<file path="config.mk">
export PLATFORM = sky130hd
export DESIGN_NAME = csi2_rx_hdr_decoder
export DESIGN_NICKNAME = d
export VERILOG_FILES = /design/src/rtl/csi2_pkg.sv /design/src/rtl/csi2_hdr_ecc.sv /design/src/rtl/csi2_rx_hdr_decoder.sv
export SDC_FILE = /design/constraint.sdc
export NUM_CORES = 1
export LEC_CHECK = 0
export ABC_AREA = 0
export ABC_CLOCK_PERIOD_IN_PS = 3750
export CAP_MARGIN = 20
export CORE_MARGIN = 1
export CORE_UTILIZATION = 53
export CTS_CLUSTER_SIZE = 16
export DETAILED_ROUTE_END_ITERATION = 6
export HOLD_SLACK_MARGIN = 0.1
export PLACE_DENSITY = 0.76
export SYNTH_ARGS = -nofsm -noshare
export SYNTH_HDL_FRONTEND = slang
export SYNTH_HIERARCHICAL = 1
export SYNTH_SLANG_ARGS = --single-unit
export TNS_END_PERCENT = 50
</file>
<file path="constraint.sdc">
create_clock -name rx_clk_i -period 3.75 [get_ports rx_clk_i]
set_clock_uncertainty 0.15 [all_clocks]
set_input_delay 0.75 -clock rx_clk_i [delete_from_list [all_inputs] [get_ports rx_clk_i]]
set_output_delay 0.75 -clock rx_clk_i [all_outputs]
set_load 0.01 [all_outputs]
</file>
<file path="src/rtl/csi2_pkg.sv">
// Shared CSI-2 receive definitions: header ECC table, ECC/CRC helpers, DT boundary, FSM states.
// Latency: n/a (package only).
// Backpressure: n/a.
package csi2_pkg;

  // Syndrome produced by a single flipped header data bit D0..D23 (D0 = B0[0]).
  localparam logic [5:0] ECC_COL [24] = '{
    6'h07, 6'h0B, 6'h0D, 6'h0E, 6'h13, 6'h15, 6'h16, 6'h19,
    6'h1A, 6'h1C, 6'h23, 6'h25, 6'h26, 6'h29, 6'h2A, 6'h2C,
    6'h31, 6'h32, 6'h34, 6'h38, 6'h1F, 6'h2F, 6'h37, 6'h3B
  };

  // Data types below this value are short packets.
  localparam logic [5:0] DT_LONG_MIN = 6'h10;

  typedef enum logic [2:0] {
    ST_IDLE,
    ST_HDR,
    ST_PYLD,
    ST_CRC,
    ST_SKIP
  } state_t;

  // 6-bit header ECC over {B2,B1,B0}.
  function automatic logic [5:0] ecc6(input logic [23:0] d);
    logic [5:0] e;
    e = 6'h00;
    for (int i = 0; i < 24; i++) begin
      if (d[i]) e = e ^ ECC_COL[i];
    end
    return e;
  endfunction

  // One byte of CRC-16 CCITT, reflected (x^16+x^12+x^5+1, bits taken LSB first).
  function automatic logic [15:0] crc16_byte(input logic [15:0] crc, input logic [7:0] b);
    logic [15:0] c;
    logic        fb;
    c = crc;
    for (int i = 0; i < 8; i++) begin
      fb = c[0] ^ b[i];
      c  = {1'b0, c[15:1]};
      if (fb) c = c ^ 16'h8408;
    end
    return c;
  endfunction

endpackage

</file>
<file path="src/rtl/csi2_hdr_ecc.sv">
// Combinational header syndrome check with single-bit correction.
// Latency: 0 cycles.
// Backpressure: none; pure function of the four header bytes.
module csi2_hdr_ecc
  import csi2_pkg::*;
(
  input  logic [7:0]  b0,
  input  logic [7:0]  b1,
  input  logic [7:0]  b2,
  input  logic [5:0]  b3,
  output logic [23:0] corrected,
  output logic        corr,
  output logic        err
);

  logic [23:0] data;
  logic [5:0]  syn;
  logic        hit;

  assign data = {b2, b1, b0};
  assign syn  = ecc6(data) ^ b3;

  // Match the syndrome against data columns (flip) or parity columns (one-hot, data kept).
  always_comb begin
    corrected = data;
    hit       = 1'b0;
    corr      = 1'b0;
    err       = 1'b0;
    if (syn != 6'h00) begin
      for (int i = 0; i < 24; i++) begin
        if (syn == ECC_COL[i]) begin
          corrected[i] = ~data[i];
          hit          = 1'b1;
        end
      end
      if ((syn & (syn - 6'd1)) == 6'h00) hit = 1'b1;
      corr = hit;
      err  = ~hit;
    end
  end

endmodule

</file>
<file path="src/rtl/csi2_rx_hdr_decoder.sv">
// CSI-2 receive packet parser: header ECC check/correct, payload forwarding, CRC-16 footer check.
// Latency: header strobes 1 cycle after B3, payload 1 cycle after the input byte.
// Backpressure: none; byte_vld_i low simply stalls parsing, hs_active_i low ends the burst.
module csi2_rx_hdr_decoder
  import csi2_pkg::*;
(
  input  logic        rx_clk_i,
  input  logic        reset_rx_n_i,
  input  logic        hs_active_i,
  input  logic        byte_vld_i,
  input  logic [7:0]  byte_i,
  output logic        d2c_sp_en_o,
  output logic        d2c_lp_en_o,
  output logic [7:0]  d2c_ph_o,
  output logic [15:0] d2c_wc_o,
  output logic        d2c_payload_en_o,
  output logic [7:0]  d2c_payload_o,
  output logic        ecc_corr_o,
  output logic        ecc_err_o,
  output logic        crc_err_o,
  output logic        trunc_err_o
);

  state_t      state;
  logic [1:0]  hdr_idx;
  logic [7:0]  b0, b1, b2;
  logic [15:0] cnt;
  logic [15:0] crc;
  logic [7:0]  crc_lo;
  logic        crc_idx;

  logic [23:0] hdr_fix;
  logic        hdr_corr;
  logic        hdr_err;

  // B3 is taken straight from the byte bus so the decision lands on the cycle B3 arrives.
  csi2_hdr_ecc u_ecc (
    .b0        (b0),
    .b1        (b1),
    .b2        (b2),
    .b3        (byte_i[5:0]),
    .corrected (hdr_fix),
    .corr      (hdr_corr),
    .err       (hdr_err)
  );

  // Packet FSM with registered strobes and header/payload outputs.
  always_ff @(posedge rx_clk_i or negedge reset_rx_n_i) begin
    if (!reset_rx_n_i) begin
      state            <= ST_IDLE;
      hdr_idx          <= 2'd0;
      b0               <= 8'h00;
      b1               <= 8'h00;
      b2               <= 8'h00;
      cnt              <= 16'h0000;
      crc              <= 16'h0000;
      crc_lo           <= 8'h00;
      crc_idx          <= 1'b0;
      d2c_sp_en_o      <= 1'b0;
      d2c_lp_en_o      <= 1'b0;
      d2c_ph_o         <= 8'h00;
      d2c_wc_o         <= 16'h0000;
      d2c_payload_en_o <= 1'b0;
      d2c_payload_o    <= 8'h00;
      ecc_corr_o       <= 1'b0;
      ecc_err_o        <= 1'b0;
      crc_err_o        <= 1'b0;
      trunc_err_o      <= 1'b0;
    end else begin
      d2c_sp_en_o      <= 1'b0;
      d2c_lp_en_o      <= 1'b0;
      d2c_payload_en_o <= 1'b0;
      ecc_corr_o       <= 1'b0;
      ecc_err_o        <= 1'b0;
      crc_err_o        <= 1'b0;
      trunc_err_o      <= 1'b0;
      unique case (state)
        ST_IDLE: begin
          if (hs_active_i && byte_vld_i) begin
            b0      <= byte_i;
            hdr_idx <= 2'd1;
            state   <= ST_HDR;
          end
        end
        ST_HDR: begin
          if (!hs_active_i) begin
            // EoT between packets is normal; only a partly received header is truncated.
            trunc_err_o <= (hdr_idx != 2'd0);
            hdr_idx     <= 2'd0;
            state       <= ST_IDLE;
          end else if (byte_vld_i) begin
            hdr_idx <= hdr_idx + 2'd1;
            case (hdr_idx)
              2'd0:    b0 <= byte_i;
              2'd1:    b1 <= byte_i;
              2'd2:    b2 <= byte_i;
              default: begin
                if (hdr_err) begin
                  ecc_err_o <= 1'b1;
                  state     <= ST_SKIP;
                end else begin
                  ecc_corr_o <= hdr_corr;
                  d2c_ph_o   <= hdr_fix[7:0];
                  d2c_wc_o   <= hdr_fix[23:8];
                  if (hdr_fix[5:0] < DT_LONG_MIN) begin
                    d2c_sp_en_o <= 1'b1;
                  end else begin
                    d2c_lp_en_o <= 1'b1;
                    cnt         <= hdr_fix[23:8];
                    crc         <= 16'hFFFF;
                    crc_idx     <= 1'b0;
                    state       <= (hdr_fix[23:8] == 16'h0000) ? ST_CRC : ST_PYLD;
                  end
                end
              end
            endcase
          end
        end
        ST_PYLD: begin
          if (!hs_active_i) begin
            trunc_err_o <= 1'b1;
            state       <= ST_IDLE;
          end else if (byte_vld_i) begin
            d2c_payload_en_o <= 1'b1;
            d2c_payload_o    <= byte_i;
            crc              <= crc16_byte(crc, byte_i);
            cnt              <= cnt - 16'd1;
            if (cnt == 16'd1) begin
              crc_idx <= 1'b0;
              state   <= ST_CRC;
            end
          end
        end
        ST_CRC: begin
          if (!hs_active_i) begin
            trunc_err_o <= 1'b1;
            state       <= ST_IDLE;
          end else if (byte_vld_i) begin
            if (!crc_idx) begin
              crc_lo  <= byte_i;
              crc_idx <= 1'b1;
            end else begin
              crc_err_o <= ({byte_i, crc_lo} != crc);
              crc_idx   <= 1'b0;
              hdr_idx   <= 2'd0;
              state     <= ST_HDR;
            end
          end
        end
        ST_SKIP: begin
          if (!hs_active_i) state <= ST_IDLE;
        end
        default: state <= ST_IDLE;
      endcase
    end
  end

endmodule
</file>
==> results_dict.tcl <==
set metrics [dict create \
    synthArstFlopShare_pct 100.0 \
    die_h_um 112.4 \
    worst_setup_path_start_kind "input port" \
    gp_congestion 0.9606 \
    r2r_start "b0[3]$_DFFE_PN0P_" \
    first_global_vias 5093 \
    max-cap-violations 0 \
    die_w_um 112.4 \
    ioPinCount 51 \
    antenna_found_initial 0 \
    yosysMostFrequentCell "dfrtp_1" \
    synth_top_family_by_area "XOR/XNOR gates" \
    violations "negative setup slack" \
    synthSimpleGateAreaFrac_pct 13.52 \
    rows 39 \
    maxSlewViolCount 0 \
    outcome "finished, violations left" \
    drtAntennaViolNets 0 \
    netlist_area_mm2 0.006460 \
    synth_compound_area_share_pct 9.723 \
    grt_pass1_wl_mm 27.19 \
    grt_max_degree 67 \
    grt_overflow_total 0 \
    core_area_mm2 0.01166 \
    drtIter0Drc 513 \
    rsz0062_at_grt "yes" \
    min_to "d2c_payload_o[2]$_DFFE_PN0P_" \
    yosys.area.top_type_share_pct 42.22 \
    worst_slew_pin_slew_ns 0.8805 \
    synth_warnings 6 \
    reg2reg_depth 14 \
    num_antenna_cells 0 \
    clockBufferDepth 2 \
    ys_seq_area_share_pct 42.22 \
    clkTransAtPathRegs_ns 0.07 \
    worstReg2RegEnd "d2c_wc_o[2]$_DFFE_PN0P_" \
    fin_crit_sh_pct 103.1 \
    synth_edf_count 0 \
    synth_xor_area_share_pct 18.54 \
    worst_ep_arrival_time_ns 3.95 \
    nets 760 \
    htree_levels 3 \
    hold_violations 0 \
    drt-total-wl_mm 17.84 \
    cts_hold_buf 0 \
    synthAdderAreaFrac_pct 1.162 \
    drive_gt1_share_pct 28.78 \
    synth_mux_area_share_pct 11.62 \
    root_buffer "clkbuf_16" \
    post_drt_via_cell_ratio 5.967 \
    syn-num-nets 636 \
    hp-start "d2c_payload_o[2]$_DFFE_PN0P_" \
    period_needed_ns 3.865 \
    fin_ws_ns -0.1147 \
    path_class "in2reg" \
    synthDistinctLibCells 66 \
    grt_use_total_pct 28.44 \
    fill_cells 831 \
    avgSynthCellArea_um2 10.45 \
    dr.pass1.iters 5 \
    drc_errors 0 \
    die_area_mm2 0.01263 \
    synth-seq-cells 109 \
    wl_per_cell_um 20.04 \
    cts_buffers 9 \
    synthFlopType "dfrtp_1" \
    area_growth_pct 30.20 \
    cts_tree "done" \
    clk_latency_ns 0.36 \
    synth_common_cells "109 x dfrtp_1, 65 x xnor2_1, 58 x mux2_2, 52 x nand2_1, 49 x nor2_1" \
    io_buffers 50 \
    critPathRequiredTime_ns 3.84 \
    timing.fmax_mhz 258.8 \
    instances_no_fill 890 \
    finalSetupViolCount 37 \
    critical_path.max_fanout 5 \
    utilization_pct 72.12 \
    worstHoldPathCells 2 \
    synth_area_leaders "dfrtp_1 42%, mux2_2 10%, xnor2_1 8.8%" \
    hpwl_mm 12.38 \
    initial_utilization_pct 55.39 \
    dp.cells 857 \
    relSlewSlack_pct 41.30 \
    holdCritPathClass "reg2reg" \
    reg2reg_slack_ns -0.11 \
    cts.sinks 109 \
    netlist_instances 618 \
    vias 5311 \
    critPathCaptureType "flip-flop" \
    synth_top_cell_by_area "dfrtp_1" \
]
-- per-stage QoR --
stage / hold WS [ns] / cell area [um2] / TNS, ns / setup WS, ns
after floorplan: 0.3044 / 6464 / 0 / 0.02435
after global placement: 0.3088 / 7646 / -28.44 / -0.5265
after global routing: 0.3550 / 8411 / -6.743 / -0.1711
after detailed placement: 0.3119 / 7646 / -31.53 / -0.6320
after CTS: 0.3412 / 8020 / 0 / 0.007678
final: 0.3380 / 8411 / -2.604 / -0.1147
-- critical path: stages --
cell	delay, ns
clkbuf_2	0.09
xnor3_1	0.43
xnor2_2	0.22
buf_4	0.14
xnor3_2	0.44
and2_4	0.19
a21oi_2	0.17
o32ai_2	0.11
a2111o_1	0.41
nor2_4	0.19
nand3b_1	0.19
buf_6	0.16
clkbuf_16	0.15
mux2_4	0.30
-- cells by family after synthesis --
family,Yosys count
simple gates,177
xor+xnor,110
flops,109
compound gates,100
mux,66
buf+inv,50
fa+ha+maj,6
-- final cells by class --
type | instances | area (um2) | area share, %
clock buffer | 12 | 256.5 | 3.050
clock inverter | 4 | 31.28 | 0.3719
inverter | 15 | 56.30 | 0.6694
multi-input combinational | 460 | 3790 | 45.06
sequential | 109 | 2729 | 32.45
tap | 143 | 178.9 | 2.127
timing repair buffer | 147 | 1369 | 16.27
-- state kept, by name (all words and copies together), names as in the netlist, 2 cells and up --
register,count
b0,8
d2c_wc_o,16
d2c_payload_o,8
crc_lo,8
d2c_ph_o,8
b2,8
cnt,16
state,3
b1,8
crc,16
hdr_idx,2
-- routing by layer --
metal  up-vias  global-route usage, %  share of wire [%]
li1       2413                      -                  -
met1      2655                  39.67                 44
met2       212                  45.76                 48
met3        31                  4.698                5.8
met4         0                  8.978                2.5
met5         -                      0                  0
-- worst max-delay path by stage --
stage                      startpoint                 endpoint  slack [ns]  cells after the start
floorplan                   byte_i[0]  d2c_ph_o[0]$_DFFE_PN0P_        0.02                     12
global placement            byte_i[0]  d2c_ph_o[3]$_DFFE_PN0P_       -0.53                     12
detailed placement          byte_i[1]      cnt[11]$_DFFE_PN0P_       -0.63                     15
CTS                         byte_i[0]      cnt[14]$_DFFE_PN0P_       0.008                     16
global route        b0[3]$_DFFE_PN0P_  d2c_wc_o[2]$_DFFE_PN0P_       -0.17                     14
finish                      byte_i[3]  d2c_wc_o[2]$_DFFE_PN0P_       -0.11                     14
-- what timing repair did --
action / in CTS / in global routing
buffers inserted: 2 / 9
resized for setup: 16 / 55
endpoints found under the setup margin: 59 / 51
cloned: 0 / 6
pin swaps: 5 / 12
-- layout by cell type, fill, tap and decap left out, types with 16 or more instances in the layout --
master / instances
dfrtp_1: 108
buf_4: 85
xnor2_1: 60
nand2_1: 52
nor2_1: 47
clkdlybuf4s50_1: 46
a21oi_1: 33
mux2_2: 33
xor2_1: 27
mux2_4: 26
o21ai_0: 21
nor3_1: 16
Power is left out: the tool's default activity adds up to more than one toggle a clock period on the data nets, which glitch-free logic cannot reach.
